===== config.mk =====
export PLATFORM = sky130hd
export DESIGN_NAME = multicycle_controller
export DESIGN_NICKNAME = d
export VERILOG_FILES = /design/src/rtl/ctrl_pkg.sv /design/src/rtl/ctrl_out_decode.sv /design/src/rtl/multicycle_controller.sv
export SDC_FILE = /design/constraint.sdc
export NUM_CORES = 1
export LEC_CHECK = 0
export ABC_AREA = 1
export BUFFER_PORTS_ARGS = -buffer_cell sky130_fd_sc_hd__clkbuf_2
export CORE_ASPECT_RATIO = 0.5
export CORE_MARGIN = 2
export CORE_UTILIZATION = 30
export CTS_CLUSTER_DIAMETER = 150
export CTS_CLUSTER_SIZE = 10
export DETAILED_ROUTE_END_ITERATION = 12
export GPL_TIMING_DRIVEN = 0
export PLACE_DENSITY = 0.46
export SYNTH_ARGS = -nofsm -noshare
export SYNTH_HDL_FRONTEND = slang
export SYNTH_SLANG_ARGS = --single-unit
export TNS_END_PERCENT = 30

===== constraint.sdc =====
create_clock -name clk -period 4.6 [get_ports clk]
set_input_delay 0 -clock clk [delete_from_list [all_inputs] [get_ports clk]]
set_output_delay 0 -clock clk [all_outputs]
set_load 0.01 [all_outputs]

===== src/rtl/ctrl_pkg.sv =====
// Shared encodings for the multicycle RV32I main control unit:
// opcodes, FSM states, datapath select codes and the output bundle.
package ctrl_pkg;

  localparam logic [6:0] OP_LOAD  = 7'd3;
  localparam logic [6:0] OP_IMM   = 7'd19;
  localparam logic [6:0] OP_AUIPC = 7'd23;
  localparam logic [6:0] OP_STORE = 7'd35;
  localparam logic [6:0] OP_R     = 7'd51;
  localparam logic [6:0] OP_LUI   = 7'd55;
  localparam logic [6:0] OP_BR    = 7'd99;
  localparam logic [6:0] OP_JALR  = 7'd103;
  localparam logic [6:0] OP_JAL   = 7'd111;

  typedef enum logic [3:0] {
    RST, FETCH, DECODE, MEMADR,
    MEMRD, MEMWB, MEMWR, EXEC_R,
    EXEC_I, ALUWB, BEQ, JAL,
    JALR, LUI, AUIPC, TRAP
  } state_t;

  localparam logic [1:0] ALU_ADD   = 2'b00;
  localparam logic [1:0] ALU_SUB   = 2'b01;
  localparam logic [1:0] ALU_FUNCT = 2'b10;

  localparam logic [1:0] SRC_A_PC    = 2'd0;
  localparam logic [1:0] SRC_A_OLDPC = 2'd1;
  localparam logic [1:0] SRC_A_RS1   = 2'd2;
  localparam logic [1:0] SRC_A_ZERO  = 2'd3;

  localparam logic [1:0] SRC_B_RS2  = 2'd0;
  localparam logic [1:0] SRC_B_IMM  = 2'd1;
  localparam logic [1:0] SRC_B_FOUR = 2'd2;

  localparam logic [1:0] RES_ALUOUT = 2'd0;
  localparam logic [1:0] RES_MEM    = 2'd1;
  localparam logic [1:0] RES_ALU    = 2'd2;

  typedef struct packed {
    logic       mem_req;
    logic       mem_we;
    logic       adr_src;
    logic       ir_write;
    logic       pc_write;
    logic       branch;
    logic       reg_write;
    logic [1:0] alu_src_a;
    logic [1:0] alu_src_b;
    logic [1:0] alu_op;
    logic [1:0] result_src;
  } ctrl_out_t;

endpackage


===== src/rtl/ctrl_out_decode.sv =====
// Combinational output map: FSM state + mem_ready -> control bundle.
// In: state, mem_ready. Out: ctrl (all datapath controls, 0 unless set).
module ctrl_out_decode
  import ctrl_pkg::*;
(
  input  state_t    state,
  input  logic      mem_ready,
  output ctrl_out_t ctrl
);

  always_comb begin
    ctrl = '0;
    unique case (state)
      FETCH: begin
        ctrl.mem_req   = 1'b1;
        ctrl.adr_src   = 1'b0;
        ctrl.alu_src_a = SRC_A_PC;
        ctrl.alu_src_b = SRC_B_FOUR;
        ctrl.alu_op    = ALU_ADD;
        // IR and PC only load on the completing cycle
        if (mem_ready) begin
          ctrl.ir_write   = 1'b1;
          ctrl.pc_write   = 1'b1;
          ctrl.result_src = RES_ALU;
        end
      end
      DECODE: begin
        ctrl.alu_src_a = SRC_A_OLDPC;
        ctrl.alu_src_b = SRC_B_IMM;
      end
      MEMADR, JALR: begin
        ctrl.alu_src_a = SRC_A_RS1;
        ctrl.alu_src_b = SRC_B_IMM;
      end
      MEMRD: begin
        ctrl.mem_req = 1'b1;
        ctrl.adr_src = 1'b1;
      end
      MEMWB: begin
        ctrl.reg_write  = 1'b1;
        ctrl.result_src = RES_MEM;
      end
      MEMWR: begin
        ctrl.mem_req = 1'b1;
        ctrl.mem_we  = 1'b1;
        ctrl.adr_src = 1'b1;
      end
      EXEC_R: begin
        ctrl.alu_src_a = SRC_A_RS1;
        ctrl.alu_src_b = SRC_B_RS2;
        ctrl.alu_op    = ALU_FUNCT;
      end
      EXEC_I: begin
        ctrl.alu_src_a = SRC_A_RS1;
        ctrl.alu_src_b = SRC_B_IMM;
        ctrl.alu_op    = ALU_FUNCT;
      end
      ALUWB: begin
        ctrl.reg_write  = 1'b1;
        ctrl.result_src = RES_ALUOUT;
      end
      BEQ: begin
        ctrl.alu_src_a = SRC_A_RS1;
        ctrl.alu_src_b = SRC_B_RS2;
        ctrl.alu_op    = ALU_SUB;
        ctrl.branch    = 1'b1;
      end
      JAL: begin
        // PC <- target held in ALU result reg; ALU makes old PC + 4
        ctrl.alu_src_a = SRC_A_OLDPC;
        ctrl.alu_src_b = SRC_B_FOUR;
        ctrl.pc_write  = 1'b1;
      end
      LUI: begin
        ctrl.alu_src_a = SRC_A_ZERO;
        ctrl.alu_src_b = SRC_B_IMM;
      end
      AUIPC: begin
        ctrl.alu_src_a = SRC_A_OLDPC;
        ctrl.alu_src_b = SRC_B_IMM;
      end
      default: ;
    endcase
  end

endmodule


===== src/rtl/multicycle_controller.sv =====
// Multicycle RV32I main control FSM with sticky trap and retire counter.
// In: clk, rst_n, opcode, mem_ready. Out: datapath controls, illegal, retired.
module multicycle_controller
  import ctrl_pkg::*;
#(
  parameter int CNT_W    = 32,
  parameter bit EN_JUMP  = 1'b1,
  parameter bit EN_UPPER = 1'b1
) (
  input  logic             clk,
  input  logic             rst_n,
  input  logic [6:0]       opcode,
  input  logic             mem_ready,
  output logic             mem_req,
  output logic             mem_we,
  output logic             adr_src,
  output logic             ir_write,
  output logic             pc_write,
  output logic             branch,
  output logic             reg_write,
  output logic [1:0]       alu_src_a,
  output logic [1:0]       alu_src_b,
  output logic [1:0]       alu_op,
  output logic [1:0]       result_src,
  output logic             illegal,
  output logic [CNT_W-1:0] retired
);

  localparam logic [CNT_W-1:0] CNT_ONE = 1;

  state_t           state_q, state_d;
  logic             illegal_q, illegal_d;
  logic [CNT_W-1:0] retired_q, retired_d;
  state_t           dispatch;
  ctrl_out_t        ctrl;

  always_ff @(posedge clk or negedge rst_n) begin
    if (!rst_n) begin
      state_q   <= RST;
      illegal_q <= 1'b0;
      retired_q <= '0;
    end else begin
      state_q   <= state_d;
      illegal_q <= illegal_d;
      retired_q <= retired_d;
    end
  end

  always_comb begin
    dispatch = TRAP;
    unique case (1'b1)
      opcode == OP_LOAD,
      opcode == OP_STORE:            dispatch = MEMADR;
      opcode == OP_R:                dispatch = EXEC_R;
      opcode == OP_IMM:              dispatch = EXEC_I;
      opcode == OP_BR:               dispatch = BEQ;
      EN_JUMP && opcode == OP_JAL:   dispatch = JAL;
      EN_JUMP && opcode == OP_JALR:  dispatch = JALR;
      EN_UPPER && opcode == OP_LUI:  dispatch = LUI;
      EN_UPPER && opcode == OP_AUIPC: dispatch = AUIPC;
      default:                       dispatch = TRAP;
    endcase
  end

  always_comb begin
    state_d = state_q;
    unique case (state_q)
      RST:    state_d = FETCH;
      FETCH:  if (mem_ready) state_d = DECODE;
      DECODE: state_d = dispatch;
      MEMADR: state_d = (opcode == OP_LOAD) ? MEMRD : MEMWR;
      MEMRD:  if (mem_ready) state_d = MEMWB;
      MEMWB:  state_d = FETCH;
      MEMWR:  if (mem_ready) state_d = FETCH;
      EXEC_R, EXEC_I, JAL, LUI, AUIPC:
              state_d = ALUWB;
      ALUWB, BEQ:
              state_d = FETCH;
      JALR:   state_d = JAL;
      TRAP:   state_d = TRAP;
      default: state_d = state_q;
    endcase
  end

  // Only these states end an instruction; RST->FETCH is not a retire
  always_comb begin
    illegal_d = illegal_q | (state_d == TRAP);
    retired_d = retired_q;
    if (state_d == FETCH &&
        (state_q == MEMWB || state_q == MEMWR ||
         state_q == ALUWB || state_q == BEQ))
      retired_d = retired_q + CNT_ONE;
  end

  ctrl_out_decode u_dec (
    .state     (state_q),
    .mem_ready (mem_ready),
    .ctrl      (ctrl)
  );

  assign mem_req    = ctrl.mem_req;
  assign mem_we     = ctrl.mem_we;
  assign adr_src    = ctrl.adr_src;
  assign ir_write   = ctrl.ir_write;
  assign pc_write   = ctrl.pc_write;
  assign branch     = ctrl.branch;
  assign reg_write  = ctrl.reg_write;
  assign alu_src_a  = ctrl.alu_src_a;
  assign alu_src_b  = ctrl.alu_src_b;
  assign alu_op     = ctrl.alu_op;
  assign result_src = ctrl.result_src;
  assign illegal    = illegal_q;
  assign retired    = retired_q;

endmodule


==> flow_summary.ini <==
[run_status]
status = complete, no violations

[cells_and_area]
layout_common_cells = nand2_1, inv_1, clkbuf_2, nand3_1, nor2_1
fin_area_um2 = 3170
final_common_cell = nand2_1
nNetsFinal = 491
drive_above_1_share = 0.183
nFillCells = 936
final-seq-area_um2 = 926
multi_input_area_um2 = 1350
diodes = 0
syn_to_final_growth_pct = 22.3

[pwr]
p_per_area_nw_per_um2 = 470
p_leak_nw = 1.68
ir_worst_vdd_mv = 0.221

[clock_tree]
cts_tree = done
clk_pin_slew_ns = 0.06
hold_buffers = 1
clk_latency_ns = 0.28
postCtsSetupBuffers = 0
ctsLongestPathBuffers = 2
htree_num_levels = 2
cts_buffers = 5
cts.sinks = 37
cts_resized = 0
cts_root_buffer = clkbuf_16

[sta]
period_minus_slack_ns = 2.18
hold_violations = 0
period_share = 0.474
final-setup-viol-count = 0
clock_skew_ns = 0.00498
worst_slew_pin_slew_ns = 0.968
finalMaxSlewViolations = 0
timing.fmax_mhz = 459
maxSlewHeadroom = 0.355
setup_tns_ns = 0
rsz0062_at_grt = false

[drt]
first_pass_iters = 5
ant_nets = 0
drt-vias-per-instance = 4.43
drt-initial-drc-count = 145
drc = 0
wl_per_cell_um = 11.8
vias = 2628
routed_wl_mm = 6.99

[job]
maxCapViolations = 0

[critical_path]
start_kind = flip-flop
worstSetupPathType = flip-flop to flip-flop
end_kind = flip-flop
arrival_ns = 2.35
required_ns = 4.77
crit_fanout = 5

[logic_synthesis]
synth_top_area_frac = 0.357
yosys-top-cells-area = dfrtp_1, nand2_1, nand3_1
ys_ff_latch = 37
synth_seq_area_share = 0.357
syn_inst = 415
synth_top_area_cell = dfrtp_1
syn-num-nets = 426
ys_types = 26
mappedNetlistArea_um2 = 2590
postSynthAreaPerCell_um2 = 6.24
synth-warning-count = 0

[placed_design]
hpwlAfterDp_mm = 5.43
gp_congestion = 0.807
portBuffers = 57
placed_area_um2 = 3020

[floorplan]
ioPinCount = 58
die_y_um = 69.7
die_area_um2 = 9440
initial_utilization = 0.316
core_um2 = 8200
fp-row-count = 23
dieWidth_um = 135

[global_routing]
grt_overflow = 0
first_global_vias = 2499
grt_pass1_wl_mm = 12.0
antenna_found_initial = 0
grt_start_max_net_pins = 38
grt_use_total = 0.158

[min_path]
hold_path.class = input port to flip-flop
through the flow:
stage / cells / power (mW) / hold WS (ns) / utilization / setup slack, ns
2_1_floorplan: 415 / 0.924 / -0.296 / - / 2.88
3_3_place_gp: 584 / 1.18 / 0.218 / 0.368 / 2.43
3_5_place_dp: 584 / 1.17 / 0.223 / 0.368 / 2.44
4_1_cts: 593 / 1.52 / 0.111 / 0.386 / 2.40
5_1_grt: 593 / 1.62 / 0.151 / 0.386 / 2.15
6_report: 593 / 1.49 / 0.112 / 0.386 / 2.42
registers in the layout, indices dropped and copies added, names as in the netlist:
name,flops
state_q,4
retired,32
illegal,1
layer usage:
| metal | vias to the layer above | part of all wire | GRT usage |
|---|---|---|---|
| met4 | 0 | 0.0057 | 0.0278 |
| met2 | 47 | 0.40 | 0.236 |
| met1 | 1162 | 0.55 | 0.238 |
| met3 | 2 | 0.046 | 0.0285 |
| met5 | - | 0 | 0 |
| li1 | 1417 | - | - |
cells by family (layout without fill, tap and decap cells):
group                    count (synthesis)  after routing  synth area share
AO/OA/AOI/OAI                           11             11            0.0227
XOR/XNOR                                 6              6            0.0203
adder cells (fa/ha/maj)                  1              1           0.00483
buffers and inverters                   73            139             0.124
flip-flops                              37             37             0.357
AND/OR/NAND/NOR                        287            287             0.471
path summary, 6_finish.rpt:
kind | startpoint | endpoint | slack, ns | cells after the start
worst max-delay path | retired[0]$_DFFE_PN0P_ | retired[26]$_DFFE_PN0P_ | 2.42 | 10
worst min-delay path | mem_ready | state_q[2]$_DFF_PN0_ | 0.11 | 4
worst max register to register | retired[0]$_DFFE_PN0P_ | retired[26]$_DFFE_PN0P_ | 2.42 | 10
worst min register to register | illegal$_DFF_PN0_ | illegal$_DFF_PN0_ | 0.47 | 2
max in group asynchronous | rst_n | retired[16]$_DFFE_PN0P_ | 3.59 | 2
min in group asynchronous | rst_n | retired[11]$_DFFE_PN0P_ | 0.41 | 2
worst max-delay path, stage by stage (launching register included):
cell	delay (ns)
dfrtp_1	0.41
ha_1	0.21
nand3_1	0.18
nor2_1	0.28
nand3_1	0.12
nor3b_1	0.41
nand2_1	0.15
nor2_1	0.15
nand2_1	0.07
nand2_1	0.05
nand2_1	0.04
final cells by class:
type                       instances  share of cell area
multi-input combinational        305               0.424
tap                              112              0.0442
buffer                             9              0.0253
sequential                        37               0.292
timing repair buffer              58              0.0932
clock inverter                     3             0.00553
clock buffer                       5              0.0395
inverter                          64              0.0758
power breakdown:
group	leakage [nW]	internal, mW	switching [mW]	total [mW]
combinational	1.11	0.259	0.501	0.760
sequential	0.501	0.355	0.0362	0.391
clock	0.0696	0.199	0.140	0.339
total	1.68	0.813	0.677	1.49
cell usage after synthesis (all sizes together):
cell type / n
o211ai: 1
o21ai: 5
a31oi: 1
nor4: 1
buf: 8
inv: 64
nor3: 13
nor3b: 1
nor2: 49
clkbuf: 1
nand4: 7
dfrtp: 37
ha: 1
nand3b: 1
xor2: 6
nand3: 51
a21oi: 4
nand2: 164
Note: power is estimated with default switching activity, not from simulation.
